### config.mk
export PLATFORM = sky130hd
export DESIGN_NAME = udp_tx_arbiter_flat
export DESIGN_NICKNAME = d
export VERILOG_FILES = /design/src/rtl/udp_tx_arbiter_if.sv /design/src/rtl/udp_tx_arbiter.sv /design/src/flat_wrapper.sv
export SDC_FILE = /design/constraint.sdc
export NUM_CORES = 1
export LEC_CHECK = 0
export BUFFER_PORTS_ARGS = -buffer_cell sky130_fd_sc_hd__buf_2
export CAP_MARGIN = 20
export CORE_AREA = 2 2 136 138
export DETAILED_ROUTE_END_ITERATION = 7
export DIE_AREA = 0 0 138 140
export SLEW_MARGIN = 30
export SYNTH_ARGS = -nofsm -noshare
export SYNTH_HDL_FRONTEND = slang
export SYNTH_SLANG_ARGS = --single-unit
### constraint.sdc
create_clock -name sclk -period 4 [get_ports sclk]
set_clock_uncertainty 0.15 [all_clocks]
set_input_delay 0.4 -clock sclk [delete_from_list [all_inputs] [get_ports sclk]]
set_output_delay 0.4 -clock sclk [all_outputs]
set_load 0.02 [all_outputs]
### src/rtl/udp_tx_arbiter_if.sv
// AXI-stream bundle for the UDP transmit arbiter: one frame source or the shared sink.
// tuser carries UDP header/metadata and is never interpreted here.
interface udp_tx_arbiter_if #(
  parameter int unsigned DATA_W = 32,
  parameter int unsigned USER_W = 64,
  parameter int unsigned KEEP_W = 4
) ();

  logic              tvalid;
  logic [DATA_W-1:0] tdata;
  logic [USER_W-1:0] tuser;
  logic [KEEP_W-1:0] tkeep;
  logic              tlast;
  logic              tready;

  modport master (
    output tvalid,
    output tdata,
    output tuser,
    output tkeep,
    output tlast,
    input  tready
  );

  modport slave (
    input  tvalid,
    input  tdata,
    input  tuser,
    input  tkeep,
    input  tlast,
    output tready
  );

endinterface

### src/rtl/udp_tx_arbiter.sv
// Frame-level round-robin arbiter sharing one UDP TX AXI-stream between two sources.
// Define UDP_TX_ARB_STALL_TIMEOUT_EN to abort frames whose source stalls for TIMEOUT cycles.
module udp_tx_arbiter #(
  parameter int unsigned DATA_W  = 32,
  parameter int unsigned USER_W  = 64,
  parameter int unsigned KEEP_W  = 4,
  parameter int unsigned TIMEOUT = 1024
) (
  input  logic              sclk,
  input  logic              reset,
  udp_tx_arbiter_if.slave   s0,
  udp_tx_arbiter_if.slave   s1,
  udp_tx_arbiter_if.master  m,
  output logic [1:0]        grant,
  output logic [15:0]       frame_cnt0,
  output logic [15:0]       frame_cnt1,
  output logic              abort_pulse
);

  typedef enum logic [1:0] {StIdle, StBusy, StAbort, StDrain} state_e;

  state_e      state_q;
  logic [1:0]  grant_q;
  logic        rr_last_q;
  logic [15:0] frame_cnt0_q;
  logic [15:0] frame_cnt1_q;

  // Selected source: index of the current owner (only meaningful while granted).
  logic              sel;
  logic              sg_tvalid;
  logic [DATA_W-1:0] sg_tdata;
  logic [USER_W-1:0] sg_tuser;
  logic [KEEP_W-1:0] sg_tkeep;
  logic              sg_tlast;

  logic              out_tvalid;
  logic [DATA_W-1:0] out_tdata;
  logic [USER_W-1:0] out_tuser;
  logic [KEEP_W-1:0] out_tkeep;
  logic              out_tlast;
  logic              ready0;
  logic              ready1;

  logic req_any;
  logic pick;

  assign sel = grant_q[1];

  always_comb begin
    sg_tvalid = sel ? s1.tvalid : s0.tvalid;
    sg_tdata  = sel ? s1.tdata  : s0.tdata;
    sg_tuser  = sel ? s1.tuser  : s0.tuser;
    sg_tkeep  = sel ? s1.tkeep  : s0.tkeep;
    sg_tlast  = sel ? s1.tlast  : s0.tlast;
  end

  // On contention the port that did not send the previous frame wins.
  assign req_any = s0.tvalid | s1.tvalid;
  assign pick    = (s0.tvalid & s1.tvalid) ? ~rr_last_q : s1.tvalid;

`ifdef UDP_TX_ARB_STALL_TIMEOUT_EN
  localparam logic [15:0] TimeoutM1 = 16'(TIMEOUT - 1);

  logic [15:0]       stall_cnt_q;
  logic [USER_W-1:0] user_q;
  logic              abort_pulse_q;

  assign abort_pulse = abort_pulse_q;
`else
  logic unused_timeout;
  assign unused_timeout = ^TIMEOUT;
  assign abort_pulse    = 1'b0;
`endif

  always_ff @(posedge sclk or negedge reset) begin
    if (!reset) begin
      state_q       <= StIdle;
      grant_q       <= 2'b00;
      rr_last_q     <= 1'b1;
      frame_cnt0_q  <= 16'h0000;
      frame_cnt1_q  <= 16'h0000;
`ifdef UDP_TX_ARB_STALL_TIMEOUT_EN
      stall_cnt_q   <= 16'h0000;
      user_q        <= '0;
      abort_pulse_q <= 1'b0;
`endif
    end else begin
`ifdef UDP_TX_ARB_STALL_TIMEOUT_EN
      abort_pulse_q <= 1'b0;
`endif
      unique case (state_q)
        StIdle: begin
          if (req_any) begin
            grant_q <= pick ? 2'b10 : 2'b01;
            state_q <= StBusy;
`ifdef UDP_TX_ARB_STALL_TIMEOUT_EN
            stall_cnt_q <= 16'h0000;
            // First beat is on the bus now; its tuser is reused for an abort beat.
            user_q      <= pick ? s1.tuser : s0.tuser;
`endif
          end
        end
        StBusy: begin
          if (sg_tvalid && m.tready && sg_tlast) begin
            rr_last_q <= sel;
            if (sel) frame_cnt1_q <= frame_cnt1_q + 16'd1;
            else     frame_cnt0_q <= frame_cnt0_q + 16'd1;
            grant_q <= 2'b00;
            state_q <= StIdle;
          end
`ifdef UDP_TX_ARB_STALL_TIMEOUT_EN
          else if (sg_tvalid) begin
            stall_cnt_q <= 16'h0000;
          end else begin
            stall_cnt_q <= stall_cnt_q + 16'd1;
            if (stall_cnt_q == TimeoutM1) state_q <= StAbort;
          end
`endif
        end
`ifdef UDP_TX_ARB_STALL_TIMEOUT_EN
        StAbort: begin
          if (m.tready) begin
            abort_pulse_q <= 1'b1;
            state_q       <= StDrain;
          end
        end
        StDrain: begin
          if (sg_tvalid && sg_tlast) begin
            rr_last_q <= sel;
            grant_q   <= 2'b00;
            state_q   <= StIdle;
          end
        end
`endif
        default: begin
          grant_q <= 2'b00;
          state_q <= StIdle;
        end
      endcase
    end
  end

  always_comb begin
    out_tvalid = 1'b0;
    out_tdata  = '0;
    out_tuser  = '0;
    out_tkeep  = '0;
    out_tlast  = 1'b0;
    ready0     = 1'b0;
    ready1     = 1'b0;
    unique case (state_q)
      StBusy: begin
        out_tvalid = sg_tvalid;
        out_tdata  = sg_tdata;
        out_tuser  = sg_tuser;
        out_tkeep  = sg_tkeep;
        out_tlast  = sg_tlast;
        ready0     = ~sel & m.tready;
        ready1     = sel & m.tready;
      end
`ifdef UDP_TX_ARB_STALL_TIMEOUT_EN
      StAbort: begin
        // Synthetic closing beat: empty keep tells the receiver the frame was cut.
        out_tvalid = 1'b1;
        out_tlast  = 1'b1;
        out_tuser  = user_q;
      end
      StDrain: begin
        ready0 = ~sel;
        ready1 = sel;
      end
`endif
      default: ;
    endcase
  end

  assign m.tvalid  = out_tvalid;
  assign m.tdata   = out_tdata;
  assign m.tuser   = out_tuser;
  assign m.tkeep   = out_tkeep;
  assign m.tlast   = out_tlast;
  assign s0.tready = ready0;
  assign s1.tready = ready1;

  assign grant      = grant_q;
  assign frame_cnt0 = frame_cnt0_q;
  assign frame_cnt1 = frame_cnt1_q;

endmodule

### src/flat_wrapper.sv
// flat-port wrapper written by rule: the top's interface ports become plain ports
module udp_tx_arbiter_flat 
#(
  parameter int unsigned DATA_W  = 32,
  parameter int unsigned USER_W  = 64,
  parameter int unsigned KEEP_W  = 4,
  parameter int unsigned TIMEOUT = 1024
)
  (sclk, reset, grant, frame_cnt0, frame_cnt1, abort_pulse, s0_tvalid, s0_tdata, s0_tuser, s0_tkeep, s0_tlast, s0_tready, s1_tvalid, s1_tdata, s1_tuser, s1_tkeep, s1_tlast, s1_tready, m_tvalid, m_tdata, m_tuser, m_tkeep, m_tlast, m_tready);
  udp_tx_arbiter_if #(.DATA_W(DATA_W), .USER_W(USER_W), .KEEP_W(KEEP_W)) s0_i ();
  udp_tx_arbiter_if #(.DATA_W(DATA_W), .USER_W(USER_W), .KEEP_W(KEEP_W)) s1_i ();
  udp_tx_arbiter_if #(.DATA_W(DATA_W), .USER_W(USER_W), .KEEP_W(KEEP_W)) m_i ();
  input  logic sclk;
  input  logic reset;
  output logic [1:0] grant;
  output logic [15:0] frame_cnt0;
  output logic [15:0] frame_cnt1;
  output logic abort_pulse;
  input wire logic [$bits(s0_i.tvalid)-1:0] s0_tvalid;
  input wire logic [$bits(s0_i.tdata)-1:0] s0_tdata;
  input wire logic [$bits(s0_i.tuser)-1:0] s0_tuser;
  input wire logic [$bits(s0_i.tkeep)-1:0] s0_tkeep;
  input wire logic [$bits(s0_i.tlast)-1:0] s0_tlast;
  output wire logic [$bits(s0_i.tready)-1:0] s0_tready;
  input wire logic [$bits(s1_i.tvalid)-1:0] s1_tvalid;
  input wire logic [$bits(s1_i.tdata)-1:0] s1_tdata;
  input wire logic [$bits(s1_i.tuser)-1:0] s1_tuser;
  input wire logic [$bits(s1_i.tkeep)-1:0] s1_tkeep;
  input wire logic [$bits(s1_i.tlast)-1:0] s1_tlast;
  output wire logic [$bits(s1_i.tready)-1:0] s1_tready;
  output wire logic [$bits(m_i.tvalid)-1:0] m_tvalid;
  output wire logic [$bits(m_i.tdata)-1:0] m_tdata;
  output wire logic [$bits(m_i.tuser)-1:0] m_tuser;
  output wire logic [$bits(m_i.tkeep)-1:0] m_tkeep;
  output wire logic [$bits(m_i.tlast)-1:0] m_tlast;
  input wire logic [$bits(m_i.tready)-1:0] m_tready;
  assign s0_i.tvalid = s0_tvalid;
  assign s0_i.tdata = s0_tdata;
  assign s0_i.tuser = s0_tuser;
  assign s0_i.tkeep = s0_tkeep;
  assign s0_i.tlast = s0_tlast;
  assign s0_tready = s0_i.tready;
  assign s1_i.tvalid = s1_tvalid;
  assign s1_i.tdata = s1_tdata;
  assign s1_i.tuser = s1_tuser;
  assign s1_i.tkeep = s1_tkeep;
  assign s1_i.tlast = s1_tlast;
  assign s1_tready = s1_i.tready;
  assign m_tvalid = m_i.tvalid;
  assign m_tdata = m_i.tdata;
  assign m_tuser = m_i.tuser;
  assign m_tkeep = m_i.tkeep;
  assign m_tlast = m_i.tlast;
  assign m_i.tready = m_tready;
  udp_tx_arbiter #(.DATA_W(DATA_W), .USER_W(USER_W), .KEEP_W(KEEP_W), .TIMEOUT(TIMEOUT)) u_core (.sclk(sclk), .reset(reset), .s0(s0_i), .s1(s1_i), .m(m_i), .grant(grant), .frame_cnt0(frame_cnt0), .frame_cnt1(frame_cnt1), .abort_pulse(abort_pulse));
endmodule
==> metrics.yaml, run 1 <==
power:
  p_per_area_mw_per_mm2: 543.9
  p_leak_nw: 3.034
  vdd_drop_max_uv: 267.1
timing:
  fin_ws_ns: 1.229
  fmax_mhz: 360.8
  rsz0062_at_grt: "no"
  tightest_slew_ns: 0.8375
  slew_headroom_pct: 44.17
  hold_violations: 0
  holdWs_ns: 0.07487
  slew_viol_final: 0
  min_period_ns: 2.771
  fin_setup_tns_ns: 0
  setup_viol: 0
  finalCritPeriodShare_pct: 69.29
place:
  gp_congestion: 0.7781
  port-buffer-count: 344
  dp_slack_ns: 1.344
  dpl.hpwl_um: 11720
global_routing:
  grt_pass1_wl_um: 21180
  grt_antenna_before_repair: 4
  grt_pass1_vias: 3780
  grt_remaining_overflow: 0
  grt_usage_pct: 13.58
  grt_max_degree: 74
route:
  via_per_inst: 4.154
  vias: 3913
  wl_um: 14160
  antenna_left: 0
  drc: 0
  wl_per_cell_um: 15.03
  drt_iter0_markers: 99
  firstDrtPassIters: 4
setup_path:
  reg2reg_from: "u_core.grant[1]"
  endpoint_kind: "output pin"
  arrival_ns: 2.22
  crit_fanout: 65
  start_kind: "flip-flop"
  worstPathRequired_ns: 3.45
  cp-startpoint: "u_core.grant[1]"
  path_class: "flip-flop to output pin"
yosys:
  synth_largest_area_cell: "mux2i_1"
  synth_top_area_share_pct: 29.54
  synth-seq-cells: 36
  synth-edff-count: 0
  synth_area_leaders: "mux2i_1, dfrtp_1, nor2b_1"
  ys_warn_count: 0
  synth_fp_nets: 595
  yosysUniqueCellTypes: 37
  synth-seq-area-share_pct: 26.10
  ys.flop_type: "dfrtp_1"
  synth_area_per_cell_um2: 8.953
  synthesis.area_mm2: 0.003456
  async_flop_share_pct: 100.0
  yosys-top-cells-count: "mux2i_1, nor2b_1, dfrtp_1"
  syn_inst: 386
cells_and_area:
  drive_gt1_share_pct: 50.91
  fillers: 1932
  layout.nets: 919
  syn_to_final_growth_pct: 59.56
clock_tree:
  cts_hold_buf: 0
  clock_sinks: 36
  root_buffer: "clkbuf_16"
  clk_transition_reported_paths_ns: 0.06
  post-cts-setup-buffers: 0
  clock_latency_ns: 0.28
  cts-htree-levels: 2
  cts_buffers: 5
  clk_path_buf_depth: 2
  ctsResizeCount: 0
  cts_tree: "done"
flow_run:
  cap_violations: 0
floorplanning:
  die_w_um: 138
  die_area_mm2: 0.01932
  die_h_um: 140
  rows: 49
  io_pins: 346
  initial_core_util_pct: 19.44
  core_mm2: 0.01778
run_status:
  status: "completed"
worst_hold_path:
  worstHoldPathType: "input port to asynchronous set/reset pin"
routing by layer:
layer | track usage [%] | wire length (um)
met3 | 3.009 | 973
met2 | 23.61 | 6791
met5 | 0 | 0
met1 | 17.61 | 6217
met4 | 2.095 | 176
placed cells by master (no fill, tap or decap), types with 3 or more instances in the layout:
cell type,netlist,routed
xnor2_1,18,18
nor2b_1,102,102
nor2_1,12,12
nand3_1,12,12
dfrtp_1,35,33
nand4_1,9,9
buf_2,16,344
nor3_1,3,3
and3_1,4,4
nand2_1,16,16
mux2i_1,102,102
xor2_1,12,12
inv_1,7,7
clkbuf_16,0,5
worst paths after layout:
check	end	slack, ns	cells after the start
worst max-delay path	m_tuser[20]	1.23	4
worst min-delay path	u_core.frame_cnt1[4]	0.07	1
worst max register to register	u_core.frame_cnt0[15]	1.46	4
worst min register to register	u_core.frame_cnt0[15]	0.32	1
max in group asynchronous	u_core.grant[1]	3.01	1
min in group sclk	u_core.frame_cnt0[15]	0.32	1
sequential cells by signal, summed over array words and instances, names as in the netlist:
signal,flops
u_core.frame_cnt1,16
u_core.grant,2
u_core.state_q,1
u_core.rr_last_q,1
u_core.frame_cnt0,16
report_power, final:
group / switching, W / internal, W
registers: 0.000183 / 0.000417
logic: 0.00115 / 0.000853
clock network: 0.000149 / 0.000245
total: 0.00148 / 0.00152
logic make-up after synthesis:
| logic type | share of synthesized area [%] |
|---|---|
| fa+ha+maj | 0.7240 |
| flops | 26.10 |
| xor+xnor | 7.603 |
| buf+inv | 4.707 |
| mux | 29.87 |
| other cells | 0.1085 |
| simple gates | 28.93 |
| compound gates | 1.955 |
area by class of cell:
cell class                 instances  area [um2]  share of cell area [%]
antenna                            2       5.005                 0.09076
clock buffer                       6       138.9                   2.519
clock inverter                     2       10.01                  0.1815
inverter                           7       26.28                  0.4765
multi-input combinational        314        2391                   43.36
sequential                        36       907.1                   16.45
tap                              229       286.5                   5.196
timing repair buffer             346        1749                   31.72
critical path, stage by stage (launching register included):
cell     delay (ns)
dfrtp_4        0.92
buf_12         0.45
mux2i_1        0.15
nor2b_1        0.17
buf_2          0.19
stage by stage:
stage / std cells / utilization (%) / power (W) / cell area [um2]
after floorplan: 386 / - / 0.001973 / 3456
after global placement: 932 / 30.15 / 0.002627 / 5360
after detailed placement: 932 / 30.15 / 0.002632 / 5360
after CTS: 940 / 30.99 / 0.003034 / 5509
after global routing: 940 / 30.99 / 0.003183 / 5509
final: 942 / 31.01 / 0.002999 / 5514
Power figures use the tool's default switching activity.
==> run 2: changes to the inputs <==
--- a/config.mk
+++ b/config.mk
@@ -5,11 +5,12 @@
 export SDC_FILE = /design/constraint.sdc
 export NUM_CORES = 1
 export LEC_CHECK = 0
+export ABC_AREA = 1
 export BUFFER_PORTS_ARGS = -buffer_cell sky130_fd_sc_hd__buf_2
 export CAP_MARGIN = 20
-export CORE_AREA = 2 2 136 138
+export CORE_AREA = 2 2 134 136
 export DETAILED_ROUTE_END_ITERATION = 7
-export DIE_AREA = 0 0 138 140
+export DIE_AREA = 0 0 136 138
 export SLEW_MARGIN = 30
 export SYNTH_ARGS = -nofsm -noshare
 export SYNTH_HDL_FRONTEND = slang
==> constraint.sdc (replaced) <==
create_clock -name sclk -period 2.6 [get_ports sclk]
set_clock_uncertainty 0.15 [all_clocks]
set_input_delay 0.26 -clock sclk [delete_from_list [all_inputs] [get_ports sclk]]
set_output_delay 0.26 -clock sclk [all_outputs]
set_load 0.02 [all_outputs]
==> metrics.yaml, run 2 <==
setup_path:
  worstPathRequired_ns: 2.19  # -1.26 ns
  path_class: "flip-flop to output pin"
  cpMaxStageDelayCell: "dfrtp_1"
  rrSetupSlack_ns: 0.63  # -0.83 ns
  reg2reg_from: "u_core.grant[1]"
  crit_fanout: 100  # +54%
  cp_top_family: "buffers and inverters"
  endpoint_kind: "output pin"
  rr_worst_depth: 9  # +5
  path_cells: "buf_4 > nor2_4 > buf_12 > a22o_1 > buf_2"
  start_kind: "flip-flop"
  rr_endpoint: "u_core.frame_cnt1[15]"
  critPathMaxStageDelay_ns: 0.43  # -0.49 ns
  crit_buf_inv: 3  # +1
  arrival_ns: 2.02  # -0.20 ns
timing:
  finalCritPeriodShare_pct: 93.62
  fin_setup_tns_ns: 0  # unchanged
  fmax_mhz: 410.8
  slew_viol_final: 0  # unchanged
  holdWs_ns: 0.1674  # +0.09253 ns
  hold_violations: 0  # unchanged
  rsz0062_at_grt: "no"
  tightest_slew_ns: 0.8503  # +0.01288 ns
  min_period_ns: 2.434
  setup_viol: 0  # unchanged
  slew_headroom_pct: 43.31  # -0.86 points
route:
  antenna_left: 0  # unchanged
  via_per_inst: 4.664  # +12%
  wl_per_cell_um: 22.05  # +47%
  drc: 0  # unchanged
  drt_iter0_markers: 307  # +210%
  wl_um: 22140  # +56%
  firstDrtPassIters: 5  # +1
  vias: 4683  # +20%
flow_run:
  cap_violations: 0  # unchanged
floorplanning:
  die_w_um: 136  # -1.4%
  core_mm2: 0.01753  # -1.4%
  io_pins: 346  # unchanged
  die_h_um: 138  # -1.4%
  rows: 49  # unchanged
  initial_core_util_pct: 17.85  # -1.6 points
  die_area_mm2: 0.01877  # -2.9%
yosys:
  synthSimpleGateAreaFrac_pct: 27.79  # -1.1 points
  synth-compound-area-share_pct: 30.67  # +29 points
  synthesis.area_mm2: 0.003129  # -9.4%
  synth_top_family_by_area: "compound AO/OA/AOI/OAI gates"
  synth_largest_area_cell: "a22o_1"
  yosysUniqueCellTypes: 29  # -22%
  async_flop_share_pct: 100.0  # unchanged
  ys.flop_type: "dfrtp_1"
  synth-xor-area-share_pct: 3.918  # -3.7 points
  synth_fp_nets: 640  # +7.6%
  synth_area_per_cell_um2: 7.260  # -19%
  synth-seq-cells: 36  # unchanged
  ys_warn_count: 0  # unchanged
  synth_top_area_share_pct: 27.99  # -1.6 points
  synth-seq-area-share_pct: 28.83  # +2.7 points
  muxShareOfSynthArea_pct: 0  # -30 points
  synth-edff-count: 0  # unchanged
  syn_inst: 431  # +12%
  synthAdderAreaFrac_pct: 0.7997  # +0.076 points
  synth_area_leaders: "a22o_1, dfrtp_1, nand2_1"
  yosysMostFrequentCell: "nand2_1"
  yosys-top-cells-count: "nand2_1, a22o_1, dfrtp_1"
clock_tree:
  cts_tree: "done"
  clock_latency_ns: 0.28  # about the same
  clk_transition_reported_paths_ns: 0.06  # about the same
  clock_sinks: 36  # unchanged
  root_buffer: "clkbuf_16"
  post-cts-setup-buffers: 0  # unchanged
  cts_buffers: 5  # unchanged
  cts-htree-levels: 2  # unchanged
  clk_path_buf_depth: 2  # unchanged
cells_and_area:
  finalInstanceArea_mm2: 0.005249  # -4.8%
  drive_gt1_share_pct: 47.97  # -2.9 points
  final_common_cell: "buf_2"
  final_cell_mix: "buf_2, nand2_1, a22o_1, dfrtp_1, nor2_1"
  fillers: 1988  # +2.9%
  multi_input_area_mm2: 0.001986  # -17%
  seqCellArea_um2: 902.1  # -0.55%
  syn_to_final_growth_pct: 67.73
  layout.nets: 971  # +5.7%
worst_hold_path:
  hold_end: "u_core.grant[1]"
  worstHoldStart: "s1_tvalid"
  hold_path_depth: 3
  worstHoldPathType: "input port to flip-flop"
power:
  p_per_area_mw_per_mm2: 984.6  # +81%
  p_leak_nw: 3.025  # -0.28%
  vdd_drop_max_uv: 496.0  # +86%
place:
  port-buffer-count: 344  # unchanged
  gp_congestion: 0.8711  # +12%
  dpl_cell_area_mm2: 0.005071  # -5.4%
  dpl.hpwl_um: 19340  # +65%
run_status:
  status: "completed"
global_routing:
  grt_usage_pct: 22.52  # +8.9 points
  grt_pass1_vias: 4303  # +14%
  grt_remaining_overflow: 0  # unchanged
  grt_pass1_wl_um: 30090  # +42%
  grt_max_degree: 101  # +36%
  grt_antenna_before_repair: 30  # +26
## run 2: changes by cell type in the layout (fill, tap and decap cells not counted), sizes merged, moves of 9 or more
| cell | previous run | this run |
|---|---|---|
| inv | 7 | 27 |
| o21ai | 0 | 14 |
| diode | 2 | 12 |
| nor2 | 12 | 32 |
| a22o | 0 | 100 |
| mux2i | 102 | 0 |
| nand2 | 17 | 145 |
| xnor2 | 18 | 9 |
| nor2b | 102 | 0 |
## run 2: cell type report
class,instances,share of cell area (%)
well taps,229,5.459
flip-flops and latches,36,17.19
diodes,12,0.5721
clock inverters,1,0.09535
inverters,29,2.145
repair buffers,350,34.18
clock buffers,7,2.527
multi-input cells,340,37.83
## run 2: logic make-up after synthesis
kind of cell,after synthesis
xor gates and xnor gates,14
and+or+nand+nor,207
buffers and inverters,55
other,1
AOI/OAI and AO/OA,116
DFF,36
adders and majority gates,2
## run 2: repair_timing
action	CTS	global route
endpoints found under the hold margin	35	0
hold buffers	1	0
gates resized for setup	0	0
## run 2: through the flow
stage	total power, W	util, %	cells	setup slack, ns
after global routing	0.005502	29.79	994	0.07859
after CTS	0.005206	29.76	992	0.1231
final	0.005168	29.93	1004	0.1659
after detailed placement	0.004605	28.92	983	0.4291
after global placement	0.004561	28.92	983	0.4628
after floorplan	0.003171	-	431	0.7952
## run 2: metal layers
| layer | global-route usage (%) | part of all wire [%] |
|---|---|---|
| met5 | 0 | 0.85 |
| met4 | 4.112 | 1.6 |
| met3 | 15.18 | 15 |
| met2 | 32.95 | 41 |
| met1 | 27.65 | 41 |
## run 2: how the worst max path moves through the flow
| stage | startpoint | to | slack, ns | cells past startpoint |
|---|---|---|---|---|
| finish | u_core.grant[1] | m_tuser[15] | 0.17 | 5 |
| global route | u_core.grant[1] | m_tuser[0] | 0.08 | 5 |
| global placement | u_core.grant[1] | m_tuser[0] | 0.46 | 5 |
| detailed placement | u_core.grant[1] | m_tuser[0] | 0.43 | 5 |
| CTS | u_core.grant[1] | m_tuser[0] | 0.12 | 5 |
| floorplan | u_core.grant[1] | m_tdata[0] | 0.80 | 5 |
## run 2: worst min-delay path, delay by kind of cell
family / cells / cell delay (ns)
AOI/OAI and AO/OA: 2 / 0.17
buffers and inverters: 1 / 0.11
## run 2: power breakdown
part,total [W],internal (W),switching [W]
clock network,0.000595,0.000355,0.000240
logic,0.00386,0.00135,0.00252
registers,0.000710,0.000632,0.0000776
